File: src/rtl/fetch_queue_pkg.sv
// +--------------------------------------------------------------------------+
// | fetch_queue_pkg : shared constants and entry type for the fetch queue     |
// | Revision 1.0                                                              |
// +--------------------------------------------------------------------------+
`default_nettype none

package fetch_queue_pkg;

  localparam logic [31:0] c_nop_word = 32'h0000_0000;
  localparam logic [31:0] c_reset_pc = 32'h0000_3000;

  typedef struct packed {
    logic [31:0] instr;
    logic [31:0] pc8;
  } fq_entry_t;

endpackage : fetch_queue_pkg

`default_nettype wire

File: src/rtl/fetch_queue.sv
// +--------------------------------------------------------------------------+
// | fetch_queue : fetch-to-decode instruction buffer with branch flush        |
// | Revision 1.0                                                              |
// +--------------------------------------------------------------------------+
`default_nettype none

module fetch_queue
  import fetch_queue_pkg::*;
#(
  parameter int DEPTH = 4,
  parameter int AW    = 2
) (
  input  logic          clk,
  input  logic          clr,
  input  logic          in_valid,
  input  logic [31:0]   in_instr,
  input  logic [31:0]   in_pc8,
  output logic          in_ready,
  output logic          out_valid,
  output logic [31:0]   out_instr,
  output logic [31:0]   out_pc8,
  input  logic          out_ready,
  input  logic          flush,
  input  logic          flush_keep,
  output logic [AW:0]   count
);

  localparam logic [AW:0] FULL_COUNT = (AW+1)'(DEPTH);

  fq_entry_t      mem_q [DEPTH];
  logic [AW-1:0]  rd_ptr_q, rd_ptr_d;
  logic [AW-1:0]  wr_ptr_q, wr_ptr_d;
  logic [AW:0]    count_q, count_d;
  logic [AW-1:0]  rd_post;
  logic [AW:0]    remain;
  logic           push, pop, mem_we;

  assign in_ready  = (count_q != FULL_COUNT);
  assign out_valid = (count_q != '0);
  assign push      = in_valid & in_ready;
  assign pop       = out_valid & out_ready;
  assign remain    = count_q - (AW+1)'(pop);
  assign rd_post   = rd_ptr_q + AW'(pop);
  assign count     = count_q;

  assign out_instr = out_valid ? mem_q[rd_ptr_q].instr : c_nop_word;
  assign out_pc8   = out_valid ? mem_q[rd_ptr_q].pc8   : c_nop_word;

  // Flush keeps at most the oldest survivor: a stored entry if any remain
  // after the pop, otherwise the incoming push.
  always_comb begin
    rd_ptr_d = rd_post;
    wr_ptr_d = wr_ptr_q;
    count_d  = count_q;
    mem_we   = 1'b0;
    if (!flush) begin
      mem_we   = push;
      wr_ptr_d = wr_ptr_q + AW'(push);
      count_d  = remain + (AW+1)'(push);
    end else if (flush_keep && (remain != '0)) begin
      wr_ptr_d = rd_post + AW'(1);
      count_d  = (AW+1)'(1);
    end else if (flush_keep && push) begin
      mem_we   = 1'b1;
      wr_ptr_d = wr_ptr_q + AW'(1);
      count_d  = (AW+1)'(1);
    end else begin
      wr_ptr_d = rd_post;
      count_d  = '0;
    end
  end

  always_ff @(posedge clk or negedge clr) begin
    if (!clr) begin
      rd_ptr_q <= '0;
      wr_ptr_q <= '0;
      count_q  <= '0;
    end else begin
      rd_ptr_q <= rd_ptr_d;
      wr_ptr_q <= wr_ptr_d;
      count_q  <= count_d;
    end
  end

  // Storage is deliberately left out of reset.
  always_ff @(posedge clk) begin
    if (mem_we) begin
      mem_q[wr_ptr_q] <= '{instr: in_instr, pc8: in_pc8};
    end
  end

endmodule : fetch_queue

`default_nettype wire

File: config.mk
export PLATFORM = sky130hd
export DESIGN_NAME = fetch_queue
export DESIGN_NICKNAME = d
export VERILOG_FILES = /design/src/rtl/fetch_queue_pkg.sv /design/src/rtl/fetch_queue.sv
export SDC_FILE = /design/constraint.sdc
export NUM_CORES = 1
export LEC_CHECK = 0
export BUFFER_PORTS_ARGS = -buffer_cell sky130_fd_sc_hd__clkbuf_2
export CAP_MARGIN = 20
export CORE_ASPECT_RATIO = 0.9
export CORE_MARGIN = 10
export CORE_UTILIZATION = 57
export DETAILED_ROUTE_END_ITERATION = 6
export GPL_ROUTABILITY_DRIVEN = 0
export PLACE_DENSITY_LB_ADDON = 0.3
export SLEW_MARGIN = 20
export SYNTH_ARGS = -nofsm -noshare
export SYNTH_HDL_FRONTEND = slang
export SYNTH_SLANG_ARGS = --single-unit
File: constraint.sdc
create_clock -name clk -period 10.1 [get_ports clk]
set_input_delay 1.515 -clock clk [delete_from_list [all_inputs] [get_ports clk]]
set_output_delay 1.515 -clock clk [all_outputs]
set_load 0.005 [all_outputs]
==> flow_metrics.env, run 1 <==
export IMPL_die_h_um=147
export IMPL_clkTransAtPathRegs_ps=60
export IMPL_met2_usage=0.270
export IMPL_initial_core_util=0.579
export IMPL_synth_seq_cells=263
export IMPL_cts_setup_buffers=0
export IMPL_synth_enable_flop_cells=256
export IMPL_tns_ps=0
export IMPL_final_area_um2=11900
export IMPL_irDropWorstVdd_v=0.000227
export IMPL_clock_root_buffer="clkbuf_16"
export IMPL_drive_gt1_frac=0.400
export IMPL_fmax_mhz=223
export IMPL_wire_per_inst_um=21.8
export IMPL_nNetsFinal=688
export IMPL_grt_use_total=0.160
export IMPL_period_share=0.444
export IMPL_clockBufferDepth=3
export IMPL_synth_top_area_frac=0.754
export IMPL_syn_avg_cell_area_um2=21.9
export IMPL_grt_pass1_vias=5265
export IMPL_ioPinCount=139
export IMPL_grt_busiest_layer="met2"
export IMPL_finalMaxSlewViolations=0
export IMPL_grt_max_degree=66
export IMPL_maxCapViolCount=0
export IMPL_synth_area_leaders="edfxtp_1, mux4_2, and2_1"
export IMPL_rsz0062_at_grt="no"
export IMPL_dr_pass1_iters=5
export IMPL_cts_sinks=263
export IMPL_synth_cells=466
export IMPL_drt_iter0_markers=234
export IMPL_syn_nets=545
export IMPL_synth_top_flop_cell="edfxtp_1"
export IMPL_synth_common_cells="edfxtp_1, and2_1, mux4_2"
export IMPL_synth_top_cell_by_area="edfxtp_1"
export IMPL_postCtsHoldBufs=0
export IMPL_dp_hpwl_mm=11.3
export IMPL_clock_skew_ps=13.9
export IMPL_cts_tree="done"
export IMPL_tightestPinTransition_ps=987
export IMPL_design_core_area_um2=17600
export IMPL_worstPathRequired_ps=8590
export IMPL_relSlewSlack=0.342
export IMPL_clk_latency_ps=520
export IMPL_finalCriticalPeriod_ps=4480
export IMPL_holdPathEnd="wr_ptr_q[1]$_DFF_PN0_"
export IMPL_leakage_nw=4.16
export IMPL_yosysSeqAreaShare=0.771
export IMPL_critPathArrivalTime_ps=2970
export IMPL_drc_errors=0
export IMPL_syn_area_um2=10200
export IMPL_min_from="wr_ptr_q[1]$_DFF_PN0_"
export IMPL_vias=4844
export IMPL_die_w_um=161
export IMPL_p_per_area_nw_per_um2=281
export IMPL_area_delta_synth_final_pct=16.8
export IMPL_dieArea_um2=23600
export IMPL_synth_distinct_cells=32
export IMPL_reg2reg_to="mem_q[1][17]$_DFFE_PP_"
export IMPL_vias_per_cell=5.57
export IMPL_placementRows=46
export IMPL_crit_type="reg2out"
export IMPL_htree_levels=1
export IMPL_hold_violations=0
export IMPL_ctsResizeCount=0
export IMPL_grt_overflow=0
export IMPL_end_kind="output pin"
export IMPL_port_buffers=138
export IMPL_routed_wirelength_mm=19.0
export IMPL_yosysWarningCount=0
export IMPL_placed_cell_area_um2=11100
export IMPL_start_kind="register"
export IMPL_ant_nets=0
export IMPL_hold_depth=2
export IMPL_gr_usage_met3=0.0475
export IMPL_critPathMaxFanout=42
export IMPL_timing_rr_start="count[0]$_DFF_PN0_"
export IMPL_finalSetupViolCount=0
export IMPL_grt_pass1_wl_mm=29.6
export IMPL_grtUsageMet1=0.197
export IMPL_synth_most_common_cell="edfxtp_1"
export IMPL_hp_class="reg2reg"
export IMPL_postSynth_asyncResetShare=0.0266
export IMPL_antenna_found_initial=4
export IMPL_worst_r2r_cell_count=7
export IMPL_rrSetupSlack_ps=6700
export IMPL_cts_buffers=25
export IMPL_status="completed"
[worst max-delay path, cell delays in order, from the launching register on]
cell,delay (ps)
dfrtp_4,740
buf_4,760
mux4_2,600
and2_1,210
clkbuf_2,130
[through the flow]
step | cells | hold slack (ps) | setup WS [ps] | utilization | power (mW)
after floorplan | 466 | 462 | 5520 | - | 2.12
after global placement | 822 | 664 | 5980 | 0.631 | 2.49
after detailed placement | 822 | 682 | 5830 | 0.631 | 2.52
after CTS | 868 | 695 | 5500 | 0.676 | 3.40
after global routing | 869 | 739 | 5350 | 0.676 | 3.54
final | 870 | 688 | 5620 | 0.676 | 3.35
[power by group]
group | switching [mW] | internal, mW
Combinational | 0.457 | 0.513
Sequential | 0.125 | 1.37
Clock | 0.373 | 0.504
[routing by layer]
metal	share of wire	wire (µm)	vias to the layer above
met2	0.52	9780	150
met1	0.40	7530	2475
met5	0	0	-
met4	0.021	399	0
met3	0.067	1270	29
li1	-	-	2190
[layout make-up]
type                       count  area [µm²]
sequential                   263        7870
fill                        1177        5710
multi-input combinational    172        2220
timing repair buffer         139         698
clock buffer                  27         633
tap                          240         300
clock inverter                19         148
inverter                       8        30.0
antenna                        2        5.00
[cell families (layout without fill, tap and decap cells)]
| group | after synthesis | count (layout) | share of synthesized area |
|---|---|---|---|
| adder cells (fa/ha/maj) | 9 | 9 | 0.0110 |
| XOR/XNOR | 4 | 4 | 0.00344 |
| flip-flops | 263 | 263 | 0.771 |
| buffers and inverters | 31 | 193 | 0.0131 |
| multiplexers | 65 | 65 | 0.142 |
| AO/OA/AOI/OAI | 12 | 12 | 0.00896 |
| other | 0 | 2 | 0 |
| AND/OR/NAND/NOR | 82 | 82 | 0.0497 |
[registers in the layout, indices dropped and copies added, names as in the netlist]
name / cells
rd_ptr_q: 2
wr_ptr_q: 2
mem_q: 256
count: 3
[how the worst max path moves through the flow]
stage / startpoint / end / slack, ps / cells past startpoint
finish: rd_ptr_q[0]$_DFF_PN0_ / out_pc8[22] / 5620 / 4
global route: rd_ptr_q[0]$_DFF_PN0_ / out_pc8[22] / 5350 / 4
CTS: rd_ptr_q[0]$_DFF_PN0_ / out_instr[10] / 5500 / 4
detailed placement: out_ready / mem_q[0][10]$_DFFE_PP_ / 5830 / 8
global placement: out_ready / mem_q[0][4]$_DFFE_PP_ / 5980 / 8
floorplan: out_ready / mem_q[0][0]$_DFFE_PP_ / 5520 / 7
[cells in the final DEF (no fill, tap or decap), types with 3 or more instances in the layout]
cell type    n
and3_4       4
clkinv_2     4
clkinv_1     9
dfrtp_1      5
edfxtp_1   256
o21ai_0      3
inv_1        8
clkbuf_2   138
nor2_1       3
and2_1      64
mux4_2      64
clkbuf_16   25
nand3_1      3
ha_1         9
(Power assumes the default switching activity.)
==> run 2: changes to the inputs <==
- CORE_UTILIZATION: 57 -> 52
- clock period: 10.1 -> 4 ns (I/O delays scaled with it)
==> flow_metrics.env, run 2 (same netlist as run 1, synthesis figures left out) <==
export IMPL_tightestPinTransition_ps=983
export IMPL_fillers=1341
export IMPL_cts_setup_buffers=0
export IMPL_clock_root_buffer="clkbuf_16"
export IMPL_wire_per_inst_um=22.3
export IMPL_area_delta_synth_final_pct=18.7
export IMPL_nNetsFinal=698
export IMPL_grt_use_total=0.154
export IMPL_dp_cells=841
export IMPL_grt_max_degree=66
export IMPL_irDropWorstVdd_v=0.000480
export IMPL_drive_gt1_frac=0.414
export IMPL_fin_cells=890
export IMPL_relSlewSlack=0.345
export IMPL_ant_nets=0
export IMPL_dieArea_um2=25600
export IMPL_critPathMaxFanout=29
export IMPL_rsz0062_at_grt="no"
export IMPL_antenna_found_initial=3
export IMPL_final_common_cell="edfxtp_1"
export IMPL_regArea_um2=7870
export IMPL_placementRows=48
export IMPL_tns_ps=0
export IMPL_dp_slack_ps=770
export IMPL_worstPathRequired_ps=4210
export IMPL_die_w_um=168
export IMPL_drc_errors=0
export IMPL_design_core_area_um2=19200
export IMPL_finalSetupViolCount=0
export IMPL_final_area_um2=12100
export IMPL_finalMaxSlewViolations=0
export IMPL_dr_pass1_iters=5
export IMPL_multi_input_area_um2=2220
export IMPL_p_per_area_nw_per_um2=714
export IMPL_die_h_um=153
export IMPL_initial_core_util=0.530
export IMPL_htree_levels=1
export IMPL_cts_sinks=263
export IMPL_vias=4931
export IMPL_hp_class="in2reg"
export IMPL_placed_cell_area_um2=11300
export IMPL_dp_hpwl_mm=12.6
export IMPL_leakage_nw=4.25
export IMPL_drt_iter0_markers=347
export IMPL_cts_buffers=25
export IMPL_finalCriticalPeriod_ps=3220
export IMPL_status="completed"
export IMPL_maxCapViolCount=0
export IMPL_clock_skew_ps=14.4
export IMPL_ioPinCount=139
export IMPL_fmax_mhz=310
export IMPL_grt_pass1_wl_mm=31.5
export IMPL_hold_violations=0
export IMPL_start_kind="register"
export IMPL_end_kind="register"
export IMPL_cts_tree="done"
export IMPL_period_share=0.805
export IMPL_worst_slack_ps=779
export IMPL_port_buffers=138
export IMPL_mostFrequentLayoutCells="edfxtp_1, clkbuf_2, mux4_2, and2_1, clkbuf_16"
export IMPL_grt_pass1_vias=5491
export IMPL_crit_type="reg2reg"
export IMPL_critPathArrivalTime_ps=3430
export IMPL_clkTransAtPathRegs_ps=60
export IMPL_largest_reg_flops=256
export IMPL_vias_per_cell=5.54
export IMPL_clockBufferDepth=3
export IMPL_clk_latency_ps=520
export IMPL_routed_wirelength_mm=19.8
export IMPL_grt_overflow=0
export IMPL_regMostFlops="mem_q"
## run 2: cell count changes in the layout (fill, tap and decap cells not counted), sizes merged
cell         before  now
dlygate4sd3       0    1
clkbuf          165  171
clkinv           15    9
buf               1   10
## run 2: worst max-delay path, stage by stage (launching register included)
cell and delay (ps):
dfrtp_1 460, o31ai_2 370, nor2_1 90, ha_1 200
xnor2_1 270, o2111ai_2 300, o21ai_1 350, and3_4 570
buf_4 290
## run 2: power by group
part           total, mW  internal [mW]  switching [mW]
logic               2.54           1.36            1.18
registers           3.78           3.46           0.321
clock network       2.31           1.36           0.956
total               8.63           6.17            2.46
## run 2: worst paths after layout
path                                        from                      to  slack, ps  cells after the start
max                           count[0]$_DFF_PN0_  mem_q[0][47]$_DFFE_PP_        780                      8
min                                   in_pc8[15]  mem_q[1][15]$_DFFE_PP_        300                      1
max reg2reg                   count[0]$_DFF_PN0_  mem_q[0][47]$_DFFE_PP_        780                      8
min reg2reg                wr_ptr_q[1]$_DFF_PN0_   wr_ptr_q[1]$_DFF_PN0_        700                      2
max in group asynchronous                    clr   rd_ptr_q[1]$_DFF_PN0_       3360                      2
min in group asynchronous                    clr      count[1]$_DFF_PN0_        450                      2
## run 2: final cells by class
cell class                 count  share of cell area
antenna                        2            0.000414
clock buffer                  33              0.0575
clock inverter                13              0.0103
inverter                       8             0.00248
multi-input combinational    172               0.184
sequential                   263               0.650
tap                          250              0.0259
timing repair buffer         149              0.0693
## run 2: metal layers
layer | global-route usage | share of wire | routed length (µm) | vias up
met5 | 0 | 0.00040 | 8 | -
met4 | 0.0327 | 0.013 | 257 | 2
met3 | 0.0528 | 0.091 | 1810 | 28
met2 | 0.248 | 0.49 | 9630 | 187
met1 | 0.201 | 0.41 | 8110 | 2515
li1 | - | - | - | 2199
## run 2: what timing repair did
action / CTS / global route
hold buffers: 1 / 0
gates resized for setup: 0 / 0
endpoints found under the hold margin: 7 / 0
## run 2: stage by stage
| stage | hold slack (ps) | total power [mW] | util |
|---|---|---|---|
| global placement | 449 | 6.40 | 0.586 |
| global route | 289 | 9.14 | 0.629 |
| floorplan | 304 | 5.37 | - |
| CTS | 278 | 8.78 | 0.629 |
| detailed placement | 454 | 6.46 | 0.586 |
| finish | 297 | 8.63 | 0.630 |
==> run 3: changes to the inputs <==
- CORE_UTILIZATION: 52 -> 57
- clock period: 4 -> 3.2 ns (I/O delays scaled with it)
==> flow_metrics.env, run 3 (same netlist as run 1, synthesis figures left out) <==
export IMPL_status="completed"
export IMPL_die_w_um=161
export IMPL_dr_pass1_iters=4
export IMPL_end_kind="output pin"
export IMPL_finalCriticalPeriod_ps=2870
export IMPL_ant_nets=0
export IMPL_worstPathRequired_ps=2720
export IMPL_wire_per_inst_um=22.1
export IMPL_finalSetupViolCount=0
export IMPL_maxCapViolCount=0
export IMPL_crit_type="reg2out"
export IMPL_p_per_area_nw_per_um2=895
export IMPL_grt_pass1_wl_mm=30.9
export IMPL_total_power_mw=10.9
export IMPL_clkTransAtPathRegs_ps=60
export IMPL_cts_tree="done"
export IMPL_finalMaxSlewViolations=0
export IMPL_cpMaxStageDelayCell="or3_2"
export IMPL_grt_max_degree=66
export IMPL_final_common_cell="edfxtp_1"
export IMPL_clock_root_buffer="clkbuf_16"
export IMPL_routed_wirelength_mm=19.6
export IMPL_path_cells="or3_2 > and2_1 > clkbuf_2"
export IMPL_clockBufferDepth=3
export IMPL_mostFrequentLayoutCells="edfxtp_1, clkbuf_2, mux4_2, and2_1, clkbuf_16"
export IMPL_grt_use_total=0.165
export IMPL_rsz0062_at_grt="no"
export IMPL_start_kind="register"
export IMPL_clock_skew_ps=11.7
export IMPL_relSlewSlack=0.352
export IMPL_drc_errors=0
export IMPL_fmax_mhz=348
export IMPL_vias_per_cell=5.61
export IMPL_cts_buffers=27
export IMPL_die_h_um=147
export IMPL_ctsResizeCount=0
export IMPL_htree_levels=1
export IMPL_drive_gt1_frac=0.412
export IMPL_period_share=0.897
export IMPL_critPathArrivalTime_ps=2390
export IMPL_cts_sinks=263
export IMPL_design_core_area_um2=17600
export IMPL_dp_hpwl_mm=12.6
export IMPL_clk_latency_ps=520
export IMPL_cts_setup_buffers=0
export IMPL_vias=4984
export IMPL_cpPeakStageDelay_ps=920
export IMPL_tns_ps=0
export IMPL_regMostFlops="mem_q"
export IMPL_timing_rr_start="count[0]$_DFF_PN0_"
export IMPL_port_buffers=138
export IMPL_irDropWorstVdd_v=0.000863
export IMPL_ioPinCount=139
export IMPL_grt_pass1_vias=5416
export IMPL_largest_reg_flops=256
export IMPL_grt_overflow=0
export IMPL_drt_iter0_markers=363
export IMPL_placementRows=46
export IMPL_postCtsHoldBufs=1
export IMPL_area_delta_synth_final_pct=19.2
export IMPL_initial_core_util=0.579
export IMPL_critPathMaxFanout=65
export IMPL_tightestPinTransition_ps=972
export IMPL_hold_violations=0
export IMPL_startpoint="count[0]$_DFF_PN0_"
export IMPL_dieArea_um2=23600
export IMPL_leakage_nw=4.29
export IMPL_antenna_found_initial=3
export IMPL_min_from="in_pc8[4]"
export IMPL_hp_class="in2reg"
export IMPL_nNetsFinal=705
-- run 3: cell types whose count changed in the layout (fill, tap and decap cells not counted), moves of 2 or more --
cell | previous run | this run
buf_4 | 5 | 9
clkbuf_16 | 25 | 27
clkbuf_8 | 4 | 0
clkinv_1 | 3 | 7
clkinv_2 | 4 | 6
clkinv_4 | 2 | 0
-- run 3: critical path, delay by kind of cell (launching register included) --
kind	cells	cell delay (ps)
simple gates	2	1260
flops	1	470
buf+inv	1	120
-- run 3: final timing paths --
check,endpoint,slack (ps),depth (start not counted)
worst max-delay path,out_instr[11],330,3
worst min-delay path,mem_q[0][4]$_DFFE_PP_,180,1
worst max register to register,mem_q[1][8]$_DFFE_PP_,330,8
worst min register to register,wr_ptr_q[1]$_DFF_PN0_,660,2
max in group asynchronous,rd_ptr_q[1]$_DFF_PN0_,2650,2
min in group asynchronous,count[0]$_DFF_PN0_,340,2
-- run 3: area by class of cell --
type / instances / area [µm²]
Fill cell: 1145 / 5460
Multi-Input combinational cell: 172 / 2220
Inverter: 8 / 30.0
Clock buffer: 32 / 694
Clock inverter: 16 / 146
Antenna cell: 3 / 7.51
Sequential cell: 263 / 7870
Tap cell: 240 / 300
Timing Repair Buffer: 154 / 888
-- run 3: metrics by stage --
| step | cell area [µm²] | cells | setup WS, ps | hold WS, ps | utilization |
|---|---|---|---|---|---|
| 6_report | 12200 | 888 | 329 | 179 | 0.690 |
| 3_5_place_dp | 11300 | 836 | 356 | 336 | 0.641 |
| 5_1_grt | 12200 | 886 | 94.5 | 176 | 0.690 |
| 4_1_cts | 12100 | 885 | 269 | 162 | 0.690 |
| 3_3_place_gp | 11300 | 836 | 526 | 327 | 0.641 |
| 2_1_floorplan | 10200 | 466 | 146 | 184 | - |
-- run 3: routing by layer --
metal | global-route usage | up-vias | share of wire
met2 | 0.262 | 152 | 0.49
met4 | 0.0405 | 0 | 0.019
met1 | 0.224 | 2590 | 0.43
li1 | - | 2212 | -
met5 | 0 | - | 0
met3 | 0.0480 | 30 | 0.065
-- run 3: report_power, final --
group	internal (mW)	leakage, nW	switching, mW
registers	4.33	2.41	0.185
logic	1.73	1.47	1.67
clock network	1.78	0.415	1.19
total	7.83	4.29	3.04
